## config.mk

```make
export PLATFORM = sky130hd
export DESIGN_NAME = alu_issue_stage_flat
export DESIGN_NICKNAME = d
export VERILOG_FILES = /design/src/rtl/alu_issue_if.sv /design/src/rtl/alu_issue_stage.sv /design/src/flat_wrapper.sv
export SDC_FILE = /design/constraint.sdc
export NUM_CORES = 1
export LEC_CHECK = 0
export ABC_AREA = 1
export CAP_MARGIN = 25
export CORE_UTILIZATION = 43
export CTS_CLUSTER_SIZE = 14
export DETAILED_ROUTE_END_ITERATION = 10
export GPL_TIMING_DRIVEN = 1
export PLACE_DENSITY = 0.93
export SYNTH_ARGS = -nofsm -noshare
export SYNTH_HDL_FRONTEND = slang
export SYNTH_SLANG_ARGS = --single-unit
```

## constraint.sdc

```tcl
create_clock -name clk -period 2 [get_ports clk]
set_input_delay 0.2 -clock clk [delete_from_list [all_inputs] [get_ports clk]]
set_output_delay 0.2 -clock clk [all_outputs]
set_load 0.005 [all_outputs]
```

## src/rtl/alu_issue_if.sv

```systemverilog
// Handshake and datapath bundle between decode, the ALU issue stage, the ALU
// and writeback. The slave view belongs to the issue stage; the master view
// is the surrounding environment (decode, ALU and writeback).
interface alu_issue_if #(
  parameter int DATA_WIDTH = 32
);
  logic                  in_valid;
  logic                  in_ready;
  logic [6:0]            in_opcode;
  logic [2:0]            in_funct3;
  logic [6:0]            in_funct7;
  logic [4:0]            in_rd;
  logic [DATA_WIDTH-1:0] in_rs1_val;
  logic [DATA_WIDTH-1:0] in_rs2_val;
  logic [DATA_WIDTH-1:0] in_imm;
  logic [DATA_WIDTH-1:0] in_pc;
  logic [2:0]            alu_funct3;
  logic                  alu_funct7;
  logic [DATA_WIDTH-1:0] alu_opa;
  logic [DATA_WIDTH-1:0] alu_opb;
  logic [DATA_WIDTH-1:0] alu_res;
  logic                  wb_valid;
  logic                  wb_ready;
  logic [4:0]            wb_rd;
  logic [DATA_WIDTH-1:0] wb_data;
  logic                  illegal;

  modport slave (
    input  in_valid, in_opcode, in_funct3, in_funct7, in_rd,
           in_rs1_val, in_rs2_val, in_imm, in_pc, alu_res, wb_ready,
    output in_ready, alu_funct3, alu_funct7, alu_opa, alu_opb,
           wb_valid, wb_rd, wb_data, illegal
  );

  modport master (
    output in_valid, in_opcode, in_funct3, in_funct7, in_rd,
           in_rs1_val, in_rs2_val, in_imm, in_pc, alu_res, wb_ready,
    input  in_ready, alu_funct3, alu_funct7, alu_opa, alu_opb,
           wb_valid, wb_rd, wb_data, illegal
  );
endinterface

```

## src/rtl/alu_issue_stage.sv

```systemverilog
// Execute-issue stage of the RV32I integer pipe. S1 holds the selected ALU
// operands, the ALU adds one registered cycle, S2 carries the destination tag
// and a one-entry data hold so writeback can stall without losing the result.
module alu_issue_stage #(
  parameter int DATA_WIDTH = 32
) (
  input  logic        clk,
  input  logic        rstn,
  alu_issue_if.slave  bus
);

  localparam logic [6:0] OPC_OP    = 7'b0110011;
  localparam logic [6:0] OPC_OPIMM = 7'b0010011;
  localparam logic [6:0] OPC_LUI   = 7'b0110111;
  localparam logic [6:0] OPC_AUIPC = 7'b0010111;

  // Encoding check for the instruction classes this stage executes.
  function automatic logic is_legal(input logic [6:0] opcode,
                                    input logic [2:0] funct3,
                                    input logic [6:0] funct7,
                                    input logic [6:0] imm_hi);
    logic ok;
    ok = 1'b0;
    case (opcode)
      OPC_OP: begin
        if (funct7 == 7'b0000000) begin
          ok = 1'b1;
        end else if (funct7 == 7'b0100000) begin
          ok = (funct3 == 3'b000) || (funct3 == 3'b101);
        end else begin
          ok = 1'b0;
        end
      end
      OPC_OPIMM: begin
        case (funct3)
          3'b001:  ok = (imm_hi == 7'b0000000);
          3'b101:  ok = (imm_hi == 7'b0000000) || (imm_hi == 7'b0100000);
          default: ok = 1'b1;
        endcase
      end
      OPC_LUI:   ok = 1'b1;
      OPC_AUIPC: ok = 1'b1;
      default:   ok = 1'b0;
    endcase
    return ok;
  endfunction

  logic                  advance;
  logic                  retire;
  logic                  accept;
  logic                  in_legal;
  logic                  load;

  logic [DATA_WIDTH-1:0] map_opa;
  logic [DATA_WIDTH-1:0] map_opb;
  logic [2:0]            map_funct3;
  logic                  map_funct7;

  logic                  s1_valid;
  logic [2:0]            s1_funct3;
  logic                  s1_funct7;
  logic [DATA_WIDTH-1:0] s1_opa;
  logic [DATA_WIDTH-1:0] s1_opb;
  logic [4:0]            s1_rd;

  logic                  s2_valid;
  logic [4:0]            s2_rd;
  logic                  fresh;
  logic [DATA_WIDTH-1:0] hold_data;
  logic                  illegal_q;

  assign advance  = s1_valid & (~s2_valid | bus.wb_ready);
  assign retire   = s2_valid & bus.wb_ready;
  assign accept   = bus.in_valid & bus.in_ready;
  assign in_legal = is_legal(bus.in_opcode, bus.in_funct3, bus.in_funct7, bus.in_imm[11:5]);
  assign load     = accept & in_legal;

  assign bus.in_ready = ~s1_valid | advance;

  // Select ALU operands and function bits from the incoming instruction.
  always_comb begin
    map_opa    = {DATA_WIDTH{1'b0}};
    map_opb    = {DATA_WIDTH{1'b0}};
    map_funct3 = 3'b000;
    map_funct7 = 1'b0;
    case (bus.in_opcode)
      OPC_OP: begin
        map_opa    = bus.in_rs1_val;
        map_opb    = bus.in_rs2_val;
        map_funct3 = bus.in_funct3;
        map_funct7 = bus.in_funct7[5];
      end
      OPC_OPIMM: begin
        map_opa    = bus.in_rs1_val;
        map_opb    = bus.in_imm;
        map_funct3 = bus.in_funct3;
        map_funct7 = (bus.in_funct3 == 3'b101) ? bus.in_imm[10] : 1'b0;
      end
      OPC_LUI: begin
        map_opb    = bus.in_imm;
      end
      OPC_AUIPC: begin
        map_opa    = bus.in_pc;
        map_opb    = bus.in_imm;
      end
      default: begin
        map_opa    = {DATA_WIDTH{1'b0}};
      end
    endcase
  end

  // S1 issue register: load on accept, clear on advance, hold while stalled.
  // Fields are zeroed when empty so the ALU sees all-zero inputs.
  always_ff @(posedge clk or negedge rstn) begin
    if (!rstn) begin
      s1_valid  <= 1'b0;
      s1_funct3 <= 3'b000;
      s1_funct7 <= 1'b0;
      s1_opa    <= {DATA_WIDTH{1'b0}};
      s1_opb    <= {DATA_WIDTH{1'b0}};
      s1_rd     <= 5'd0;
    end else if (load) begin
      s1_valid  <= 1'b1;
      s1_funct3 <= map_funct3;
      s1_funct7 <= map_funct7;
      s1_opa    <= map_opa;
      s1_opb    <= map_opb;
      s1_rd     <= bus.in_rd;
    end else if (advance) begin
      s1_valid  <= 1'b0;
      s1_funct3 <= 3'b000;
      s1_funct7 <= 1'b0;
      s1_opa    <= {DATA_WIDTH{1'b0}};
      s1_opb    <= {DATA_WIDTH{1'b0}};
      s1_rd     <= 5'd0;
    end
  end

  // S2 tag register: takes S1 on advance, empties on a retire with no refill.
  always_ff @(posedge clk or negedge rstn) begin
    if (!rstn) begin
      s2_valid <= 1'b0;
      s2_rd    <= 5'd0;
      fresh    <= 1'b0;
    end else if (advance) begin
      s2_valid <= 1'b1;
      s2_rd    <= s1_rd;
      fresh    <= 1'b1;
    end else if (retire) begin
      s2_valid <= 1'b0;
      fresh    <= 1'b0;
    end else begin
      fresh    <= 1'b0;
    end
  end

  // Capture the ALU result in its only valid cycle; S1 may refill behind it.
  always_ff @(posedge clk or negedge rstn) begin
    if (!rstn) begin
      hold_data <= {DATA_WIDTH{1'b0}};
    end else if (fresh) begin
      hold_data <= bus.alu_res;
    end
  end

  // One-cycle flag for an instruction consumed without being issued.
  always_ff @(posedge clk or negedge rstn) begin
    if (!rstn) begin
      illegal_q <= 1'b0;
    end else begin
      illegal_q <= accept & ~in_legal;
    end
  end

  assign bus.alu_funct3 = s1_funct3;
  assign bus.alu_funct7 = s1_funct7;
  assign bus.alu_opa    = s1_opa;
  assign bus.alu_opb    = s1_opb;
  assign bus.wb_valid   = s2_valid;
  assign bus.wb_rd      = s2_rd;
  assign bus.wb_data    = fresh ? bus.alu_res : hold_data;
  assign bus.illegal    = illegal_q;

endmodule

```

## src/flat_wrapper.sv

```systemverilog
// flat-port wrapper written by rule: the top's interface ports become plain ports
module alu_issue_stage_flat 
#(
  parameter int DATA_WIDTH = 32
)
  (clk, rstn, bus_in_valid, bus_in_opcode, bus_in_funct3, bus_in_funct7, bus_in_rd, bus_in_rs1_val, bus_in_rs2_val, bus_in_imm, bus_in_pc, bus_alu_res, bus_wb_ready, bus_in_ready, bus_alu_funct3, bus_alu_funct7, bus_alu_opa, bus_alu_opb, bus_wb_valid, bus_wb_rd, bus_wb_data, bus_illegal);
  alu_issue_if #(.DATA_WIDTH(DATA_WIDTH)) bus_i ();
  input  logic clk;
  input  logic rstn;
  input wire logic [$bits(bus_i.in_valid)-1:0] bus_in_valid;
  input wire logic [$bits(bus_i.in_opcode)-1:0] bus_in_opcode;
  input wire logic [$bits(bus_i.in_funct3)-1:0] bus_in_funct3;
  input wire logic [$bits(bus_i.in_funct7)-1:0] bus_in_funct7;
  input wire logic [$bits(bus_i.in_rd)-1:0] bus_in_rd;
  input wire logic [$bits(bus_i.in_rs1_val)-1:0] bus_in_rs1_val;
  input wire logic [$bits(bus_i.in_rs2_val)-1:0] bus_in_rs2_val;
  input wire logic [$bits(bus_i.in_imm)-1:0] bus_in_imm;
  input wire logic [$bits(bus_i.in_pc)-1:0] bus_in_pc;
  input wire logic [$bits(bus_i.alu_res)-1:0] bus_alu_res;
  input wire logic [$bits(bus_i.wb_ready)-1:0] bus_wb_ready;
  output wire logic [$bits(bus_i.in_ready)-1:0] bus_in_ready;
  output wire logic [$bits(bus_i.alu_funct3)-1:0] bus_alu_funct3;
  output wire logic [$bits(bus_i.alu_funct7)-1:0] bus_alu_funct7;
  output wire logic [$bits(bus_i.alu_opa)-1:0] bus_alu_opa;
  output wire logic [$bits(bus_i.alu_opb)-1:0] bus_alu_opb;
  output wire logic [$bits(bus_i.wb_valid)-1:0] bus_wb_valid;
  output wire logic [$bits(bus_i.wb_rd)-1:0] bus_wb_rd;
  output wire logic [$bits(bus_i.wb_data)-1:0] bus_wb_data;
  output wire logic [$bits(bus_i.illegal)-1:0] bus_illegal;
  assign bus_i.in_valid = bus_in_valid;
  assign bus_i.in_opcode = bus_in_opcode;
  assign bus_i.in_funct3 = bus_in_funct3;
  assign bus_i.in_funct7 = bus_in_funct7;
  assign bus_i.in_rd = bus_in_rd;
  assign bus_i.in_rs1_val = bus_in_rs1_val;
  assign bus_i.in_rs2_val = bus_in_rs2_val;
  assign bus_i.in_imm = bus_in_imm;
  assign bus_i.in_pc = bus_in_pc;
  assign bus_i.alu_res = bus_alu_res;
  assign bus_i.wb_ready = bus_wb_ready;
  assign bus_in_ready = bus_i.in_ready;
  assign bus_alu_funct3 = bus_i.alu_funct3;
  assign bus_alu_funct7 = bus_i.alu_funct7;
  assign bus_alu_opa = bus_i.alu_opa;
  assign bus_alu_opb = bus_i.alu_opb;
  assign bus_wb_valid = bus_i.wb_valid;
  assign bus_wb_rd = bus_i.wb_rd;
  assign bus_wb_data = bus_i.wb_data;
  assign bus_illegal = bus_i.illegal;
  alu_issue_stage #(.DATA_WIDTH(DATA_WIDTH)) u_core (.clk(clk), .rstn(rstn), .bus(bus_i));
endmodule
```

# Word-level counts from Yosys, hierarchy flattened
# Index checks and enable logic that the tools add are counted.
[op_classes] muxes=23 n_reduce_logical=10 eq_ne=8 bitwise_logic=10
[ops] operator="32-bit 2-to-1 mux" n=4
[ops] operator="32-bit case mux with 2 select lines" n=2
[ops] operator="7-bit by 6-bit == test with 1-bit output (second input constant)" n=4
[ops] operator="7-bit by 5-bit == test with 1-bit output (second input constant)" n=2
[ops] operator="7-bit logical NOT" n=2
[ops] operator="5-bit 2-to-1 mux" n=2
[ops] operator="1-bit 2-to-1 mux" n=9
[ops] operator="3-bit 2-to-1 mux" n=3
[ops] operator="1-bit AND" n=5
[ops] operator="1-bit case mux with 2 select lines" n=2
[ops] operator="2-bit nonzero test" n=2
[ops] operator="2-bit OR reduction" n=2
[ops] operator="3-bit by 1-bit == test with 1-bit output (second input constant)" n=1
[ops] operator="3-bit == test (second input constant)" n=1
[ops] operator="3-bit logical NOT" n=1
[ops] operator="1-bit inverter" n=3
[ops] operator="1-bit case mux with 3 select lines" n=1
[ops] operator="3-bit OR reduction" n=1
[ops] operator="1-bit logical OR" n=2
[ops] operator="1-bit OR" n=2
[word_totals] inputBits=186 out_inout_bits=108 ff_bits=114

# Longest topological paths before layout
[depth] word_depth=7 ltp_mapped=11

# Worst setup path after synthesis
# No wires, ideal clock.
[synth_path] kind="register -> register" startpoint="reg u_core.s2_valid, in the netlist u_core.bus.wb_valid" endpoint="reg u_core.s1_opb[10], in the netlist u_core.bus.alu_opb[10]" setup_slack_ns=0.574 arrival_ns=1.360 synth_period_minus_slack_ns=1.426 path_stages_with_launch=8 cell_sequence="dfrtp_1 nand3_1 nand2_1 inv_1 clkbuf_1 clkbuf_1 nand3_1 nand2_1"
[synth_via] elab_chain_cells=7
[synth_rtl] element="from (decl)" line="alu_issue_stage.sv:66" text="logic s2_valid;"
[synth_rtl] element="from (signal assigned)" line="alu_issue_stage.sv:142" text="s2_valid <= 1'b0;"
[synth_rtl] element="from (signal assigned)" line="alu_issue_stage.sv:146" text="s2_valid <= 1'b1;"
[synth_rtl] element="from (signal assigned)" line="alu_issue_stage.sv:150" text="s2_valid <= 1'b0;"
[synth_rtl] element="1-bit inverter (*)" line="alu_issue_stage.sv:72" text="assign advance = s1_valid & (~s2_valid | bus.wb_ready);"
[synth_rtl] element="1-bit OR (*)" line="alu_issue_stage.sv:72"
[synth_rtl] element="1-bit AND (*)" line="alu_issue_stage.sv:72"
[synth_rtl] element="1-bit OR (*)" line="alu_issue_stage.sv:78" text="assign bus.in_ready = ~s1_valid | advance;"
[synth_rtl] element="net bus_in_ready" line="flat_wrapper.sv:21" text="output wire logic [$bits(bus_i.in_ready)-1:0] bus_in_ready;"
[synth_rtl] element="1-bit AND (*)" line="alu_issue_stage.sv:74" text="assign accept = bus.in_valid & bus.in_ready;"
[synth_rtl] element="1-bit AND (*)" line="alu_issue_stage.sv:76" text="assign load = accept & in_legal;"
[synth_rtl] element="32-bit 2-to-1 mux / 2-bit nonzero test (equally long branches)"
[synth_rtl] element="to (signal assigned)" line="alu_issue_stage.sv:120" text="s1_opb <= {DATA_WIDTH{1'b0}};"
[synth_rtl] element="to (signal assigned)" line="alu_issue_stage.sv:127" text="s1_opb <= map_opb;"
[synth_rtl] element="to (signal assigned)" line="alu_issue_stage.sv:134" text="s1_opb <= {DATA_WIDTH{1'b0}};"
[synth_rtl] element="to (decl)" line="alu_issue_stage.sv:63" text="logic [DATA_WIDTH-1:0] s1_opb;"
# Mark *: on every way through the listed nets, which the timed path passes. The rest lies on a longest branch.
# A chain may end at the register's enable or synchronous reset.

# Final worst setup path
[layout_path] startpoint="reg u_core.fresh" endpoint="out bus_wb_data[12]"
[layout_via] elab_chain_cells=1
[layout_rtl] element="from (decl)" line="alu_issue_stage.sv:68" text="logic fresh;"
[layout_rtl] element="from (signal assigned)" line="alu_issue_stage.sv:144" text="fresh <= 1'b0;"
[layout_rtl] element="from (signal assigned)" line="alu_issue_stage.sv:148" text="fresh <= 1'b1;"
[layout_rtl] element="from (signal assigned)" line="alu_issue_stage.sv:151" text="fresh <= 1'b0;"
[layout_rtl] element="32-bit 2-to-1 mux" line="alu_issue_stage.sv:181" text="assign bus.wb_data = fresh ? bus.alu_res : hold_data;"
[layout_rtl] element="to (decl)" line="flat_wrapper.sv:28" text="output wire logic [$bits(bus_i.wb_data)-1:0] bus_wb_data;"
# Every way passes these cells.

==> out/qor.yml <==
place:
  dp_hpwl_mm: 13.96
  place.gp.congestion: 0.8296
  io_buffers: 293
  dp.cells: 1115
  placed_area_um2: 8757
worst_hold_path:
  hp-class: "primary input to async pin"
critical_path:
  critPathLaunchType: "register"
  critical_path_class: "register to primary output"
  ff2ff_path_depth: 7
  rrSetupSlack_ns: 0.50
  crit_required_ns: 1.80
  setup.worst_path.start: "u_core.fresh"
  path_delay_family: "buffers and inverters"
  endpoint_kind: "primary output"
  cpPeakStageDelay_ns: 0.43
  crit_chain: "clkbuf_16, buf_6, mux2_2, dlygate4sd2_1"
  cp.arrival_ns: 1.78
  critPathMaxFanout: 14
  cp_num_buf_inv: 3
  r2r_end: "u_core.bus.alu_opb[19]"
  critPathSlowestCell: "dfrtp_2"
  reg2reg_from: "u_core.bus.wb_valid"
clock_tree:
  root_buffer: "clkbuf_16"
  cts_tree: "done"
  numCtsBuffers: 17
  htree_levels: 4
  clk_path_buf_depth: 2
  clkSinkCount: 114
  clk_latency_ns: 0.41
  clk_pin_slew_ns: 0.05
logic_synthesis:
  ys_seq_area_share_pct: 50.95
  synth_warnings: 0
  ys_types: 21
  synthesis.area_um2: 5599
  synth_cells: 676
  syn_area_per_cell_um2: 8.283
  ys_ff_latch: 114
  syn-num-nets: 862
layout:
  fin_area_um2: 9483
  area_growth_pct: 69.36
  drive_above_1_share_pct: 10.51
  nets: 1153
  final_util_pct: 74.84
  stdcell_count: 1152
  n_antenna_cell: 0
detailed_routing:
  firstDrtPassIters: 5
  ant_nets: 0
  wl_per_cell_um: 17.69
  drt_iter0_markers: 339
  routed_wl_mm: 20.38
  drc_errors: 0
  dr_total_vias: 6105
  vias_per_cell: 5.299
die:
  rows: 41
  fp.dieH_um: 116.1
  ios: 294
  fp.dieW_um: 116.1
  die_area_um2: 13480
  start_util_pct: 44.19
  core_um2: 12670
grt:
  grt_pass1_wl_mm: 29.33
  grtUsageTotal_pct: 29.05
  grt_max_degree: 74
  overflow: 0
  antenna_found_initial: 0
  grt_pass1_vias: 5814
power_and_ir_drop:
  power_density_nw_per_um2: 699.4
  ir_worst_vdd_v: 0.0005435
  power_leakage_nw: 4.961
sta:
  fmax_ghz: 0.5060
  relSlewSlack_pct: 53.21
  finalClockSkew_ns: 0.005443
  min_period_ns: 1.976
  rsz0062_at_grt: "true"
  setup_viol: 0
  finalHoldViolations: 0
  finalCritPeriodShare_pct: 98.81
  tightest_slew_ns: 0.7019
  maxSlewViolCount: 0
outcome:
  status: "completed"
flow_run:
  max_cap_viol_count: 0
[area by class of cell]
cell class,count,area (um2)
repair buffers,323,3311
fillers,871,3188
flip-flops and latches,114,2854
multi-input cells,467,2327
clock buffers,24,511.7
well taps,172,215.2
inverters,44,165.2
clock inverters,8,98.84
[Yosys cell counts (all sizes together)]
library cell,number,area (um2)
a21oi,1,8.760
buf,24,176.4
clkbuf,27,101.4
clkinv,1,3.750
dfrtp,114,2853
inv,43,161.4
mux2,32,360.4
nand2,198,743.2
nand3,184,920.9
nand3b,1,7.510
nand4,5,31.28
nor2,12,55.06
nor3,1,10.01
o21ai,32,160.2
or2,1,6.260
[worst register-to-register path: stages, from the launching register on]
cell and delay, ns:
dfrtp_1 0.36, nand3_1 0.13, nand2_1 0.11, inv_2 0.06, nand2_2 0.14, buf_12 0.31
nand3_1 0.20, nand2_1 0.11
[how the worst max path moves through the flow]
| stage | end | slack [ns] | cells after the start |
|---|---|---|---|
| CTS | bus_wb_data[31] | -0.11 | 3 |
| global route | u_core.bus.alu_opb[19] | -0.02 | 11 |
| detailed placement | u_core.bus.alu_opa[25] | -0.35 | 11 |
| finish | bus_wb_data[12] | 0.02 | 4 |
| floorplan | u_core.bus.alu_opb[10] | 0.57 | 7 |
| global placement | u_core.bus.alu_opb[4] | -0.42 | 9 |
[flip-flops by register name (all words and copies together), names as in the netlist]
signal	cells
u_core.bus.alu_funct7	1
u_core.bus.illegal	1
u_core.bus.wb_valid	1
u_core.s1_valid	1
u_core.bus.alu_opb	32
u_core.hold_data	32
u_core.bus.alu_opa	32
u_core.s1_rd	5
u_core.fresh	1
u_core.bus.wb_rd	5
u_core.bus.alu_funct3	3
[layout by cell type (no fill, tap or decap), types with 2 or more instances in the layout]
cell	synthesis	layout
inv_1	43	42
dfrtp_1	114	113
nor2_1	10	10
clkdlybuf4s50_1	0	260
buf_4	7	20
clkinvlp_4	0	2
nand3_1	184	183
mux2_2	32	32
buf_12	0	6
clkbuf_8	0	6
bufinv_16	0	2
o21ai_1	10	10
nand2_2	0	2
buf_6	7	3
clkbuf_16	0	18
nand2_1	198	196
clkinv_2	0	3
clkdlybuf4s15_1	0	2
nand4_1	5	5
o21ai_0	22	22
dlygate4sd2_1	0	7
dlymetal6s2s_1	0	23
[power by group]
| group | leakage, nW | switching (mW) | internal [mW] | total (mW) |
|---|---|---|---|---|
| clock network | 0.298 | 1.06 | 2.03 | 3.09 |
| logic | 3.11 | 0.381 | 0.635 | 1.02 |
| registers | 1.56 | 0.0651 | 2.46 | 2.52 |
[logic make-up after synthesis]
| family | Yosys count | synth area share (%) |
|---|---|---|
| simple gates | 402 | 31.69 |
| buf+inv | 95 | 7.911 |
| mux | 32 | 6.436 |
| flops | 114 | 50.95 |
| compound gates | 33 | 3.017 |
[through the flow]
step	setup TNS (ns)	setup slack [ns]	hold slack, ns	power [mW]
after floorplan	0	0.5740	-0.09559	2.801
after global placement	-21.49	-0.4179	0.2002	3.539
after detailed placement	-22.62	-0.3483	0.2038	3.592
after CTS	-1.523	-0.1092	0.3039	6.649
after global routing	-0.05108	-0.01711	0.3554	6.855
final	0	0.02381	0.3072	6.632
[per-layer routing]
layer | share of wire [%] | global-route usage [%] | vias up
met1 | 35 | 30.76 | 2895
met3 | 8.8 | 8.511 | 69
li1 | - | - | 2804
met4 | 4.1 | 15.81 | 0
met5 | 0 | 0 | -
met2 | 52 | 51.98 | 337
[repair_timing]
item                                    4_1_cts  5_1_grt
endpoints found under the setup margin       32       92
resized for setup                             9       28
hold endpoints to repair                     34        0
setup buffers                                 0        3
gates cloned                                  0        1
hold buffers                                  1        0
Power figures use the tool's default switching activity.
